===== config.mk =====
export PLATFORM = sky130hd
export DESIGN_NAME = hex_page_scheduler
export DESIGN_NICKNAME = d
export VERILOG_FILES = /design/src/rtl/hex_page_scheduler_pkg.sv /design/src/rtl/key_debounce.sv /design/src/rtl/hex_page_scheduler.sv
export SDC_FILE = /design/constraint.sdc
export NUM_CORES = 1
export LEC_CHECK = 0
export ABC_AREA = 1
export BUFFER_PORTS_ARGS = -buffer_cell sky130_fd_sc_hd__buf_4
export CAP_MARGIN = 30
export CORE_MARGIN = 8
export CORE_UTILIZATION = 35
export CTS_CLUSTER_SIZE = 20
export DETAILED_ROUTE_END_ITERATION = 8
export GPL_ROUTABILITY_DRIVEN = 0
export SETUP_SLACK_MARGIN = 0.15
export SYNTH_ARGS = -nofsm -noshare
export SYNTH_HDL_FRONTEND = slang
export SYNTH_HIERARCHICAL = 1
export SYNTH_SLANG_ARGS = --single-unit

===== constraint.sdc =====
create_clock -name Clock -period 5.1 [get_ports Clock]
set_input_delay 0.51 -clock Clock [delete_from_list [all_inputs] [get_ports Clock]]
set_output_delay 0.51 -clock Clock [all_outputs]
set_load 0.02 [all_outputs]

===== src/rtl/hex_page_scheduler_pkg.sv =====
// hex_page_scheduler_pkg: shared state encodings and default timing for the HEX page scheduler
package hex_page_scheduler_pkg;
  typedef enum logic [1:0] {
    ST_RUN   = 2'd0,
    ST_BLANK = 2'd1,
    ST_LOCK  = 2'd2
  } state_t;
  localparam int DEF_DWELL     = 50_000_000;
  localparam int DEF_DEB       = 500_000;
  localparam int DEF_BLANK_CYC = 4;
endpackage


===== src/rtl/key_debounce.sv =====
// key_debounce: synchronises an active-low key and emits one press pulse per stable press/release cycle
module key_debounce
  import hex_page_scheduler_pkg::*;
#(
  parameter int DEB = DEF_DEB
) (
  input  logic Clock,
  input  logic Resetn,
  input  logic key_n,
  output logic press
);
  localparam int CW = $clog2(DEB + 1);
  logic [1:0]    sync;
  logic [CW-1:0] cnt;
  logic          held;
  logic          match;
  // held=0 waits for a stable low (press), held=1 waits for a stable high (release)
  assign match = (sync[1] == held);
  // sync chain, stability counter and single-cycle press pulse
  always_ff @(posedge Clock or negedge Resetn) begin
    if (!Resetn) begin
      sync  <= 2'b11;
      cnt   <= '0;
      held  <= 1'b0;
      press <= 1'b0;
    end else begin
      sync  <= {sync[0], key_n};
      press <= 1'b0;
      if (!match) cnt <= '0;
      else if (cnt == CW'(DEB - 1)) begin
        cnt   <= '0;
        held  <= !held;
        press <= !held;
      end else cnt <= cnt + 1'b1;
    end
  end
endmodule


===== src/rtl/hex_page_scheduler.sv =====
// hex_page_scheduler: picks the HEX bank page from key presses, dwell timer or a processor lock
module hex_page_scheduler
  import hex_page_scheduler_pkg::*;
#(
  parameter int NPAGES    = 4,
  parameter int PW        = 2,
  parameter int DWELL     = DEF_DWELL,
  parameter int DEB       = DEF_DEB,
  parameter int BLANK_CYC = DEF_BLANK_CYC
) (
  input  logic              Clock,
  input  logic              Resetn,
  input  logic              key_n,
  input  logic              auto_en,
  input  logic [NPAGES-1:0] page_mask,
  input  logic              cpu_req,
  input  logic [PW-1:0]     cpu_page,
  output logic              cpu_ack,
  output logic [PW-1:0]     page_sel,
  output logic              blank,
  output logic              page_chg
);
  localparam int DW = $clog2(DWELL + 1);
  localparam int BW = $clog2(BLANK_CYC + 1);
  state_t        state, state_n;
  logic [DW-1:0] dwell, dwell_n;
  logic [BW-1:0] bcnt, bcnt_n;
  logic [PW-1:0] page_n, nxt_page, cpu_clamp;
  logic          blank_n, ack_n, chg_n;
  logic          press, found, timeout, advance;
  int            idx;
  key_debounce #(.DEB(DEB)) u_deb (
    .Clock (Clock),
    .Resetn(Resetn),
    .key_n (key_n),
    .press (press)
  );
  assign cpu_clamp = (int'(cpu_page) >= NPAGES) ? PW'(NPAGES - 1) : cpu_page;
  assign timeout   = auto_en && (dwell == DW'(DWELL - 1));
  assign advance   = (press || timeout) && found;
  // first enabled page after the current one; scanning far-to-near leaves the nearest winner
  always_comb begin
    nxt_page = page_sel;
    found    = 1'b0;
    idx      = 0;
    for (int i = NPAGES - 1; i >= 1; i--) begin
      idx = (int'(page_sel) + i) % NPAGES;
      if (page_mask[PW'(idx)]) begin
        nxt_page = PW'(idx);
        found    = 1'b1;
      end
    end
  end
  // next state and next registered outputs; cpu_req outranks key and timer
  always_comb begin
    state_n = state;
    page_n  = page_sel;
    blank_n = blank;
    ack_n   = cpu_ack;
    chg_n   = 1'b0;
    bcnt_n  = bcnt;
    dwell_n = dwell;
    case (state)
      ST_LOCK: begin
        dwell_n = '0;
        if (!cpu_req) begin
          state_n = ST_BLANK;
          ack_n   = 1'b0;
          blank_n = 1'b1;
          bcnt_n  = BW'(BLANK_CYC - 1);
        end else begin
          page_n  = cpu_clamp;
          chg_n   = cpu_clamp != page_sel;
          blank_n = 1'b0;
        end
      end
      ST_BLANK: begin
        dwell_n = '0;
        if (cpu_req) begin
          state_n = ST_LOCK;
          ack_n   = 1'b1;
          page_n  = cpu_clamp;
          chg_n   = cpu_clamp != page_sel;
          blank_n = 1'b0;
        end else if (bcnt == '0) begin
          state_n = ST_RUN;
          blank_n = page_mask == '0;
        end else begin
          blank_n = 1'b1;
          bcnt_n  = bcnt - 1'b1;
        end
      end
      default: begin
        if (cpu_req) begin
          state_n = ST_LOCK;
          ack_n   = 1'b1;
          page_n  = cpu_clamp;
          chg_n   = cpu_clamp != page_sel;
          blank_n = 1'b0;
          dwell_n = '0;
        end else if (advance) begin
          state_n = ST_BLANK;
          page_n  = nxt_page;
          chg_n   = 1'b1;
          blank_n = 1'b1;
          bcnt_n  = BW'(BLANK_CYC - 1);
          dwell_n = '0;
        end else begin
          state_n = ST_RUN;
          blank_n = page_mask == '0;
          dwell_n = (!auto_en || page_mask == '0 || timeout) ? '0 : dwell + 1'b1;
        end
      end
    endcase
  end
  // state, counters and all outputs registered together
  always_ff @(posedge Clock or negedge Resetn) begin
    if (!Resetn) begin
      state    <= ST_BLANK;
      page_sel <= '0;
      blank    <= 1'b1;
      cpu_ack  <= 1'b0;
      page_chg <= 1'b0;
      bcnt     <= BW'(BLANK_CYC - 1);
      dwell    <= '0;
    end else begin
      state    <= state_n;
      page_sel <= page_n;
      blank    <= blank_n;
      cpu_ack  <= ack_n;
      page_chg <= chg_n;
      bcnt     <= bcnt_n;
      dwell    <= dwell_n;
    end
  end
endmodule


* After elaboration in Yosys (flattened, before gate mapping)
Index checks and enable logic that the tools add are counted.
Word-level totals: register bits after elaboration 59, bits of input ports 11, output and inout bits 5, word-level logic and storage cells 102
Cells by class: add/subtract/negate cells 6, order comparisons 3, eq/ne operators 10, muxes and demuxes 52, bitwise logic cells 1, reduce and logical (&&, ||, !) cells 19
Operators by type and width (number):
- 2-to-1 mux 26 bit | 4
- 2-to-1 mux 19 bit | 2
- adder 26 x 1 -> 26 bit (second input constant) | 1
- == test 26 bit (second input constant) | 1
- 2-to-1 mux 1 bit | 24
- 2-to-1 mux 2 bit | 11
- adder 19 x 1 -> 19 bit (second input constant) | 1
- == test 19 bit (second input constant) | 1
- 2-to-1 mux 3 bit | 5
- less-than comparator 2 x 4 -> 1 bit (second input constant) | 3
- binary-select mux 1 bit (select 2 bit) | 3
- case mux 3 bit (2 select lines) | 1
- AND reduction 2 bit | 3
- AND reduction 3 bit | 2
- adder 2 bit (second input constant) | 2
- zero test 4 bit | 1
- != test 2 bit (second input constant) | 2
- case mux 2 bit (2 select lines) | 1
- nonzero test 2 bit | 2
- nonzero test 4 bit | 1
- zero test 3 bit | 1
- logical OR 1 bit | 3
- != test 3 bit (second input constant) | 1
- nonzero test 3 bit | 1
- other kinds (12) | 14

* Longest topological paths before layout
Gate-level depths: netlist (run 1).
word-level depth 11, gate-level depth with buffers 13, gate-level depth less buffers 13

* By module
Netlist (run 1), hierarchy kept.
By module, submodules not included:
- hex_page_scheduler | instances 1, cells each 321, area each 2332.2 µm², seq. area each 905.9 µm²
- key_debounce | instances 1, cells each 148, area each 1222.4 µm², seq. area each 578.1 µm²

* Worst setup path after synthesis (run 1)
Ideal clock, no wire load.
path type register to register, start reg page_sel[0], end reg dwell[9], library setup time 0.073 ns, arrival 1.579 ns, required time 5.027 ns, setup slack 3.448 ns, cell stages (with the launch flop) 12, buffers on the path 2, clock period less this slack 1.652 ns, path through dfrtp_1 > buf_4 > nand3_1 > nand2_1 > nor2_2 > nand3_2 > nand2_2 > inv_2 > nor2_8 > nand2_2 > buf_6 > a21oi_2
On the way: cells in the longest elaborated chain, start to end 11, elaborated cells between the ends (all ways) 19, those cells by class add/sub (3); mux (15); reduce/logical (1)
Ends and longest elaborated chain:
- start: declaration | line hex_page_scheduler.sv:19 | output logic [PW-1:0] page_sel,
- start signal: assignment | line hex_page_scheduler.sv:128 | page_sel <= page_n;
- adder 2 bit | line hex_page_scheduler.sv:47 | idx = (int'(page_sel) + i) % NPAGES;
- binary-select mux 1 bit (select 2 bit) | line hex_page_scheduler.sv:48 | if (page_mask[PW'(idx)]) begin
- 2-to-1 mux 1 bit (not written as such) (2 in series) | line hex_page_scheduler.sv:48
- 2-to-1 mux 1 bit (2 in series) | line hex_page_scheduler.sv:48
- 2-to-1 mux 1 bit (*) | line hex_page_scheduler.sv:48
- logical AND 1 bit (*) | line hex_page_scheduler.sv:40 | assign advance = (press || timeout) && found;
- 2-to-1 mux 26 bit (*) | line hex_page_scheduler.sv:101 | end else if (advance) begin
- 2-to-1 mux 26 bit (*) | line hex_page_scheduler.sv:94 | if (cpu_req) begin
- 2-to-1 mux 26 bit (*) | line hex_page_scheduler.sv:63 | case (state)
- named net dwell_n[9] | line hex_page_scheduler.sv:26 | logic [DW-1:0] dwell, dwell_n;
- end signal: assignment | line hex_page_scheduler.sv:133 | dwell <= dwell_n;
- end: declaration | line hex_page_scheduler.sv:26
Mark *: on every way through the listed nets, which the timed path passes. The rest lies on a longest branch. The select of a mux whose other input is x is not followed. A chain may end at the register's enable or synchronous reset.

* Final worst setup path (run 1)
start reg dwell[0], end reg dwell[16]
On the way: cells in the longest elaborated chain, start to end 7, elaborated cells between the ends (all ways) 10, those cells by class add/sub (1); eq/ne (1); mux (4); reduce/logical (4)
Ends and longest elaborated chain (line):
- branches (longest 4 deep; another with adder 26 x 1 -> 26 bit)
- 2-to-1 mux 26 bit (*) | hex_page_scheduler.sv:101
- 2-to-1 mux 26 bit (*) | hex_page_scheduler.sv:94
- 2-to-1 mux 26 bit (*) | hex_page_scheduler.sv:63
- named net dwell_n[16] | hex_page_scheduler.sv:26
Mark *: on every way through the listed nets, which the timed path passes.

==> metrics.md, run 1 <==
| Metric | Value |
|---|---|
| Standard-cell rows | `36` |
| Die area | `around 14000 µm²` |
| Setup violations, final | `0` |
| First-pass GRT wire length | `12800 µm` |
| Sequential cell area fraction in the yosys report | `41.7%` |
| Post-synth cell types | `34` |
| Most common library cells after synthesis | `sky130_fd_sc_hd__nand2_1, sky130_fd_sc_hd__nor2_1, sky130_fd_sc_hd__dfrtp_1` |
| Number of max-capacitance violations reported | `0` |
| Setup WS pre-CTS | `approximately 3.0 ns` |
| Global route overflow | `0` |
| Max-slew violation count | `0` |
| Total power per unit cell area | `~330 nW/µm²` |
| Final setup TNS | `0 ns` |
| Port Buf Inserts | `15` |
| Worst-path clk slew | `0.07 ns` |
| Worst setup startpoint | `dwell[0]$_DFF_PN0_` |
| Share of post-route cells with drive strength above 1 | `18.5%` |
| Critical path start-end classification | `reg -> reg` |
| Data arrival time of the critical path | `~2.3 ns` |
| Total core area | `9820 µm²` |
| Cell family with most CP delay | `simple AND/OR/NAND/NOR gates` |
| Critical-path maximum fanout | `20` |
| Routed via count | `just under 3000` |
| Slew at the pin closest to its max-slew limit | `0.761 ns` |
| Die span in y | `117 µm` |
| Critical path buffer and inverter count | `1` |
| Horizontal die dimension | `117 µm` |
| Synthesized Nets | `a little under 500` |
| Antenna violations before repair | `0` |
| Clock tree from TritonCTS | `yes` |
| CP Capture Type | `flip-flop` |
| Clock root buffer | `sky130_fd_sc_hd__clkbuf_8` |
| Avg Cell Area, Syn | `7.58 µm²` |
| Count of buffers added by post-CTS timing repair for setup | `0` |
| Crit path setup slack, layout | `2.99 ns` |
| Drt wl/cell | `roughly 11 µm` |
| DR iter-0 viols | `182` |
| I/O pin cnt | `16` |
| Final Skew | `about 0.0082 ns` |
| Vias in the first global route | `2863` |
| Synth Register Bits | `between 50 and 60` |
| Number of buffers inserted by hold repair at cts | `0` |
| Leading post-synthesis cells by cell area | `sky130_fd_sc_hd__dfrtp_1, sky130_fd_sc_hd__nand2_1, sky130_fd_sc_hd__nor2_1` |
| Hold/Removal Path Class | `in -> async` |
| Count of flip-flops with a built-in enable after synthesis | `0` |
| Area share of the largest cell type after synthesis | `37.3%` |
| Reg-to-Reg Start | `dwell[0]$_DFF_PN0_` |
| Routed Wire Length | `7080 µm` |
| Antenna diode count | `0` |
| Half-perimeter wire length after detailed placement | `5230 µm` |
| Post-synthesis cell area | `3550 µm²` |
| Synth Area in Simple Gates | `37.1%` |
| Commonest register cell after synthesis | `sky130_fd_sc_hd__dfrtp_1` |
| Yosys top cell by area | `sky130_fd_sc_hd__dfrtp_1` |
| Final min period | `2.11 ns` |
| Longest individual stage delay on the worst path | `0.46 ns` |
| Fin crit share | `41.5%` |
| Number of warnings reported in the yosys synthesis log | `6` |
| Sinks on the clock net | `59` |
| Top-count cell post-synth | `sky130_fd_sc_hd__nand2_1` |
| Antenna-violating nets left | `0` |
| Leakage power | `about 0.0017 µW` |
| Tot Pwr | `around 1300 µW` |
| Relative slew margins | `around half` |
| Filler cells | `1028` |
| Adder and majority cell fraction of the synthesized area | `2.82%` |
| Count of instances resized after the clock tree is built | `0` |
| Nets | `about 500` |
| Total placed cells including tap cells | `614` |
| Data required time at the worst endpoint | `5.31 ns` |
| Final core area utilization | `40.5%` |
| CP Launch Type | `flip-flop` |
| TritonCTS Buffers | `9` |
| Initial core utilization | `36.2%` |
| Slowest cell on the critical path | `sky130_fd_sc_hd__nand2_2` |
| Run status | `completed` |
| Async S/R FF share, synth | `100%` |
| Final Instance Count excl. Fillers | `630` |
| Clock Latency Late Sink | `0.34 ns` |
| Remaining DRCs | `0` |
| Vias per Instance | `~4.6` |
| Drt first pass iters | `4` |
| IR Drop Worst-Case VDD | `0.108 mV` |
| Area delta synth->final | `11.9%` |
| Gate Count Post-Synth | `469` |
| H-tree depth | `3` |
| Number of hold violations in the final report | `0` |
| Combinational family with the most area after synthesis | `simple AND/OR/NAND/NOR gates` |
| Unrepaired setup endpoints after global routing | `false` |
| Fraction of synthesized cell area in xor and xnor cells | `6.12%` |
| GRT Util Overall | `11.7%` |
| Share of cell area taken by muxes after synthesis | `0%` |
| Cell type with the highest occurrence count on the critical path | `sky130_fd_sc_hd__nand2_1` |
| Cell Chain, Critical Path | `ha_1 -> nand2_1 -> nor2_2 -> nand2_1 -> nor2_1 -> nand2_1 -> nand2_1 -> nand2_2 -> inv_2 -> nor2_8 -> nand2_2 -> nor2_2` |
| Maximum number of pins on one net before global-route repair | `60` |
| Complex-gate fraction of the synthesized area | `5.03%` |
| Number of buffers on the longest clock path | `2` |
| Achievable clock frequency | `approximately 0.47 GHz` |
-- layer usage --
metal / vias up / GRT usage (%) / wire (µm)
li1: 1521 / - / -
met1: 1332 / 15.1 / 3600
met2: 33 / 18.3 / 3110
met3: 11 / 2.46 / 241
met4: 0 / 5.55 / 134
met5: - / 0 / 0
-- power by group --
group	switching, µW	total [µW]	internal, µW
Combinational	244	373	129
Sequential	36.4	552	516
Clock	181	382	201
-- flip-flops by register name (all words and copies together) (netlist names) --
| register | count |
|---|---|
| u_deb/held | 1 |
| state | 2 |
| u_deb/press | 1 |
| u_deb/cnt | 19 |
| blank | 1 |
| dwell | 26 |
| page_chg | 1 |
| bcnt | 3 |
| u_deb/sync | 2 |
| cpu_ack | 1 |
| page_sel | 2 |
-- worst paths after layout --
kind	end	slack [ns]	cells past startpoint
worst max-delay path	dwell[16]$_DFF_PN0_	2.99	12
worst min-delay path	u_deb/cnt[11]$_DFF_PN0_	0.24	1
worst max register to register	dwell[16]$_DFF_PN0_	2.99	12
worst min register to register	u_deb/sync[1]$_DFF_PN1_	0.36	0
max in group asynchronous	cpu_ack$_DFFE_PN0P_	4.35	1
min in group Clock	u_deb/sync[0]$_DFF_PN1_	0.28	1
-- logic make-up after synthesis --
kind of cell / after synthesis
compound gates: 32
fa+ha+maj: 8
simple gates: 283
xor+xnor: 24
buf+inv: 63
flops: 59
-- worst register-to-register path, stage by stage, from the launching register on --
cell,delay (ns)
sky130_fd_sc_hd__dfrtp_1,0.38
sky130_fd_sc_hd__ha_1,0.24
sky130_fd_sc_hd__nand2_1,0.09
sky130_fd_sc_hd__nor2_2,0.15
sky130_fd_sc_hd__nand2_1,0.07
sky130_fd_sc_hd__nor2_1,0.10
sky130_fd_sc_hd__nand2_1,0.08
sky130_fd_sc_hd__nand2_1,0.11
sky130_fd_sc_hd__nand2_2,0.07
sky130_fd_sc_hd__inv_2,0.10
sky130_fd_sc_hd__nor2_8,0.05
sky130_fd_sc_hd__nand2_2,0.46
sky130_fd_sc_hd__nor2_2,0.08
-- metrics by stage --
step	hold WS, ns	instance area, µm²
final	0.239	3980
after global routing	0.267	3980
after floorplan	0.214	3550
after detailed placement	0.348	3800
after global placement	0.346	3800
after CTS	0.259	3980
-- cell type report --
cell class | count | area, µm² | area share, %
well taps | 133 | 166 | 4.18
clock inverters | 3 | 15.0 | 0.377
multi-input cells | 347 | 1810 | 45.6
repair buffers | 15 | 113 | 2.83
inverters | 60 | 226 | 5.69
clock buffers | 13 | 159 | 3.99
flip-flops and latches | 59 | 1480 | 37.3
-- placed cells by master, fill, tap and decap left out, types with 2 or more instances in the layout --
cell / count
sky130_fd_sc_hd__a21oi_1: 9
sky130_fd_sc_hd__a22oi_1: 2
sky130_fd_sc_hd__a31oi_1: 2
sky130_fd_sc_hd__buf_4: 15
sky130_fd_sc_hd__clkbuf_1: 2
sky130_fd_sc_hd__clkbuf_8: 11
sky130_fd_sc_hd__clkinv_2: 4
sky130_fd_sc_hd__dfrtp_1: 53
sky130_fd_sc_hd__dfstp_2: 6
sky130_fd_sc_hd__ha_1: 8
sky130_fd_sc_hd__inv_1: 52
sky130_fd_sc_hd__inv_2: 7
sky130_fd_sc_hd__nand2_1: 114
sky130_fd_sc_hd__nand2_2: 9
sky130_fd_sc_hd__nand3_1: 36
sky130_fd_sc_hd__nand3_2: 2
sky130_fd_sc_hd__nand4_1: 9
sky130_fd_sc_hd__nor2_1: 70
sky130_fd_sc_hd__nor2_2: 27
sky130_fd_sc_hd__nor2_4: 4
sky130_fd_sc_hd__nor3_1: 6
sky130_fd_sc_hd__nor3b_2: 2
sky130_fd_sc_hd__o21ai_0: 11
sky130_fd_sc_hd__o21ai_1: 4
sky130_fd_sc_hd__xnor2_1: 6
sky130_fd_sc_hd__xor2_1: 17
No activity file was read; power rests on OpenSTA's default activity.
==> inputs of run 2 (changes only) <==
Settings changed: ABC_AREA 1 to 0.
Clock period 5.1 ns to 1.89 ns, I/O delays scaled along.
==> run 2 against run 1 <==
Against the previous run:
- synthesized cell count fell by 30%
- clock-buffer cell count decreased by 3
- setup slack got worse by 2.9 ns
- die area fell by 9.2%
- sequential cell count unchanged
- register-to-register slack got worse by 2.9 ns
- largest power group unchanged
- critical path depth fell by 5
==> metrics.md, run 2 <==
| Metric | Value |
|---|---|
| Startpoint of the tightest hold check path | `cpu_page[1]` |
| FF-to-FF End | `dwell[4]$_DFF_PN0_` |
| Top layer used by detailed routing | `met4` |
| Routed via count | `2426` |
| Yosys top cell by area | `sky130_fd_sc_hd__dfrtp_1` |
| I/O pin cnt | `16` |
| Post-synthesis cell area | `3180 µm²` |
| Synth Register Bits | `around 60` |
| Hold/Removal Path Class | `in -> reg` |
| Run status | `completed` |
| Flip-flop count of the largest register, all copies and words added | `26` |
| Number of max-capacitance violations reported | `0` |
| Data required time at the worst endpoint | `2.16 ns` |
| Depth of the worst register-to-register path | `7` |
| Most frequent standard cell in the layout excluding fill and tap cells | `sky130_fd_sc_hd__nor2_1` |
| Slowest cell on the critical path | `sky130_fd_sc_hd__dfstp_2` |
| Total placed cells including tap cells | `460` |
| Data arrival time of the critical path | `2.09 ns` |
| Relative slew margins | `65.6%` |
| Antenna diode count | `0` |
| Final core area utilization | `45.2%` |
| Worst-path clk slew | `roughly 0.070 ns` |
| Max-slew violation count | `0` |
| Async S/R FF share, synth | `100%` |
| Slew at the pin closest to its max-slew limit | `around 0.51 ns` |
| Vias per Instance | `around 5` |
| Met3 wire length | `between 150 and 200 µm` |
| Fin crit share | `96.4%` |
| Unrepaired setup endpoints after global routing | `true` |
| Die span in y | `~110 µm` |
| Avg Cell Area, Syn | `between 9 and 10 µm²` |
| Leakage power | `0.00167 µW` |
| Antenna-violating nets left | `0` |
| Most common library cells after synthesis | `sky130_fd_sc_hd__nor2_1, sky130_fd_sc_hd__dfrtp_1, sky130_fd_sc_hd__xor2_1` |
| Clock Latency Late Sink | `0.34 ns` |
| Largest Register | `dwell` |
| Area delta synth->final | `24.6%` |
| Crit path setup slack, layout | `0.0671 ns` |
| First-pass GRT wire length | `11000 µm` |
| Longest individual stage delay on the worst path | `0.55 ns` |
| CP Capture Type | `flip-flop` |
| Setup WS pre-CTS | `0.0603 ns` |
| Standard-cell rows | `34` |
| Global route overflow | `0` |
| Gate Count Post-Synth | `328` |
| Hold Path Cell Cnt | `3` |
| Final setup TNS | `0 ns` |
| Critical-path maximum fanout | `26` |
| Critical path buffer and inverter count | `2` |
| Clock root buffer | `sky130_fd_sc_hd__clkbuf_8` |
| Initial core utilization | `36.3%` |
| Sinks on the clock net | `59` |
| Achievable clock frequency | `0.549 GHz` |
| CP Launch Type | `flip-flop` |
| Routed Wire Length | `roughly 6500 µm` |
| TritonCTS Buffers | `9` |
| Die area | `12400 µm²` |
| Top-count cell post-synth | `sky130_fd_sc_hd__nor2_1` |
| Clock tree from TritonCTS | `yes` |
| Commonest register cell after synthesis | `sky130_fd_sc_hd__dfrtp_1` |
| Registers with the most flip-flops | `dwell: 26 flops, u_deb/cnt: 19 flops, bcnt: 3 flops` |
| Most frequent cells in the layout | `sky130_fd_sc_hd__nor2_1, sky130_fd_sc_hd__dfrtp_1, sky130_fd_sc_hd__buf_4, sky130_fd_sc_hd__xor2_1, sky130_fd_sc_hd__xnor2_1` |
| Cell family with most CP delay | `flip-flops` |
| Share of post-route cells with drive strength above 1 | `26.6%` |
| Hold Path End | `page_sel[1]$_DFFE_PN0P_` |
| Half-perimeter wire length after detailed placement | `4540 µm` |
| DR iter-0 viols | `76` |
| Nets | `390` |
| Port Buf Inserts | `15` |
| Remaining DRCs | `0` |
| Sequential cell area fraction in the yosys report | `between 40% and 50%` |
| Count of flip-flops with a built-in enable after synthesis | `0` |
| Number of warnings reported in the yosys synthesis log | `6` |
| H-tree depth | `3` |
| Horizontal die dimension | `111 µm` |
| Synthesized Nets | `347` |
| GRT Util Overall | `10.7%` |
| Post-synth cell types | `50` |
| Final Skew | `0.00596 ns` |
| Total core area | `8760 µm²` |
| Critical path start-end classification | `reg -> reg` |
| Antenna violations before repair | `0` |
| Register-to-Register Setup Slack | `~0.067 ns` |
| Vias in the first global route | `2333` |
| Number of hold violations in the final report | `0` |
| Met2 wirelength from detailed routing | `3110 µm` |
| Leading post-synthesis cells by cell area | `sky130_fd_sc_hd__dfrtp_1, sky130_fd_sc_hd__nor2_1, sky130_fd_sc_hd__xor2_1` |
| Final Instance Count excl. Fillers | `484` |
| Reg-to-Reg Start | `state[0]$_DFFE_PN1P_` |
| Drt wl/cell | `13.5 µm` |
| Wire length on met1 | `3180 µm` |
| Drt first pass iters | `4` |
| Cell Chain, Critical Path | `inv_1 -> ha_4 -> nor2b_4 -> nand2_1 -> a2111o_1 -> buf_12 -> nor2_1` |
| Final min period | `1.82 ns` |
| Area share of the largest cell type after synthesis | `41.7%` |
| Maximum number of pins on one net before global-route repair | `35` |
| IR Drop Worst-Case VDD | `slightly above 0.6 mV` |
| Setup violations, final | `0` |
| Number of buffers on the longest clock path | `2` |
| Total power per unit cell area | `860 nW/µm²` |
| Filler cells | `830` |
## run 2: logic make-up after synthesis
| logic type | Yosys count | synth area share, % |
|---|---|---|
| DFF | 59 | 46.7 |
| AOI/OAI and AO/OA | 32 | 7.87 |
| adders and majority gates | 8 | 3.15 |
| muxes | 3 | 0.945 |
| buffers and inverters | 27 | 3.94 |
| xor gates and xnor gates | 43 | 11.9 |
| and+or+nand+nor | 156 | 25.6 |
## run 2: final cells by class
type                       instances  area [µm²]  area share (%)
multi-input combinational        242        1680            42.5
sequential                        59        1490            37.7
timing repair buffer              44         364            9.19
clock buffer                      10         138            3.48
tap                              108         135            3.41
clock inverter                     6        88.8            2.24
inverter                          15        56.3            1.42
## run 2: worst max path at each step
stage          depth (start not counted)                    start  slack [ns]                       to
2_1_floorplan                          7  page_sel[0]$_DFFE_PN0P_        0.11      dwell[14]$_DFF_PN0_
3_3_place_gp                           5       dwell[0]$_DFF_PN0_        0.11  page_sel[0]$_DFFE_PN0P_
3_5_place_dp                           5      dwell[18]$_DFF_PN0_        0.06  page_sel[1]$_DFFE_PN0P_
4_1_cts                                6      dwell[16]$_DFF_PN0_        0.05  page_sel[1]$_DFFE_PN0P_
5_1_grt                                7     state[0]$_DFFE_PN1P_       0.005       dwell[4]$_DFF_PN0_
6_report                               7     state[0]$_DFFE_PN1P_        0.07       dwell[4]$_DFF_PN0_
## run 2: timing repair
item                       in CTS  in global routing
setup endpoints to repair      34                 52
gates resized for setup         2                 22
hold buffers                    2                  0
pin swaps                       9                 10
setup buffers                   2                  4
hold endpoints to repair       28                  0
## run 2: stage by stage
stage	power [µW]	hold WS [ns]	area (µm²)
after floorplan	1880	-0.107	3210
after global placement	2070	0.184	3560
after detailed placement	2080	0.182	3560
after CTS	3420	0.0834	3830
after global routing	3580	0.104	3960
final	3400	0.0997	3960
## run 2: metal layers
metal	global-route usage [%]	vias up
met5	0	-
met4	3.47	0
met3	3.41	8
met2	16.6	22
met1	13.6	1171
li1	-	1225
## run 2: report_power, final
part           switching (µW)  internal [µW]  total [µW]
combinational             378            309         687
sequential               59.1           1360        1420
clock                     519            777        1300
## run 2: worst reg2reg max path, cell delays in order, from the launching register on
cell                       delay [ns]
sky130_fd_sc_hd__dfstp_2         0.55
sky130_fd_sc_hd__inv_1           0.07
sky130_fd_sc_hd__ha_4            0.27
sky130_fd_sc_hd__nor2b_4         0.17
sky130_fd_sc_hd__nand2_1         0.07
sky130_fd_sc_hd__a2111o_1        0.33
sky130_fd_sc_hd__buf_12          0.18
sky130_fd_sc_hd__nor2_1          0.11
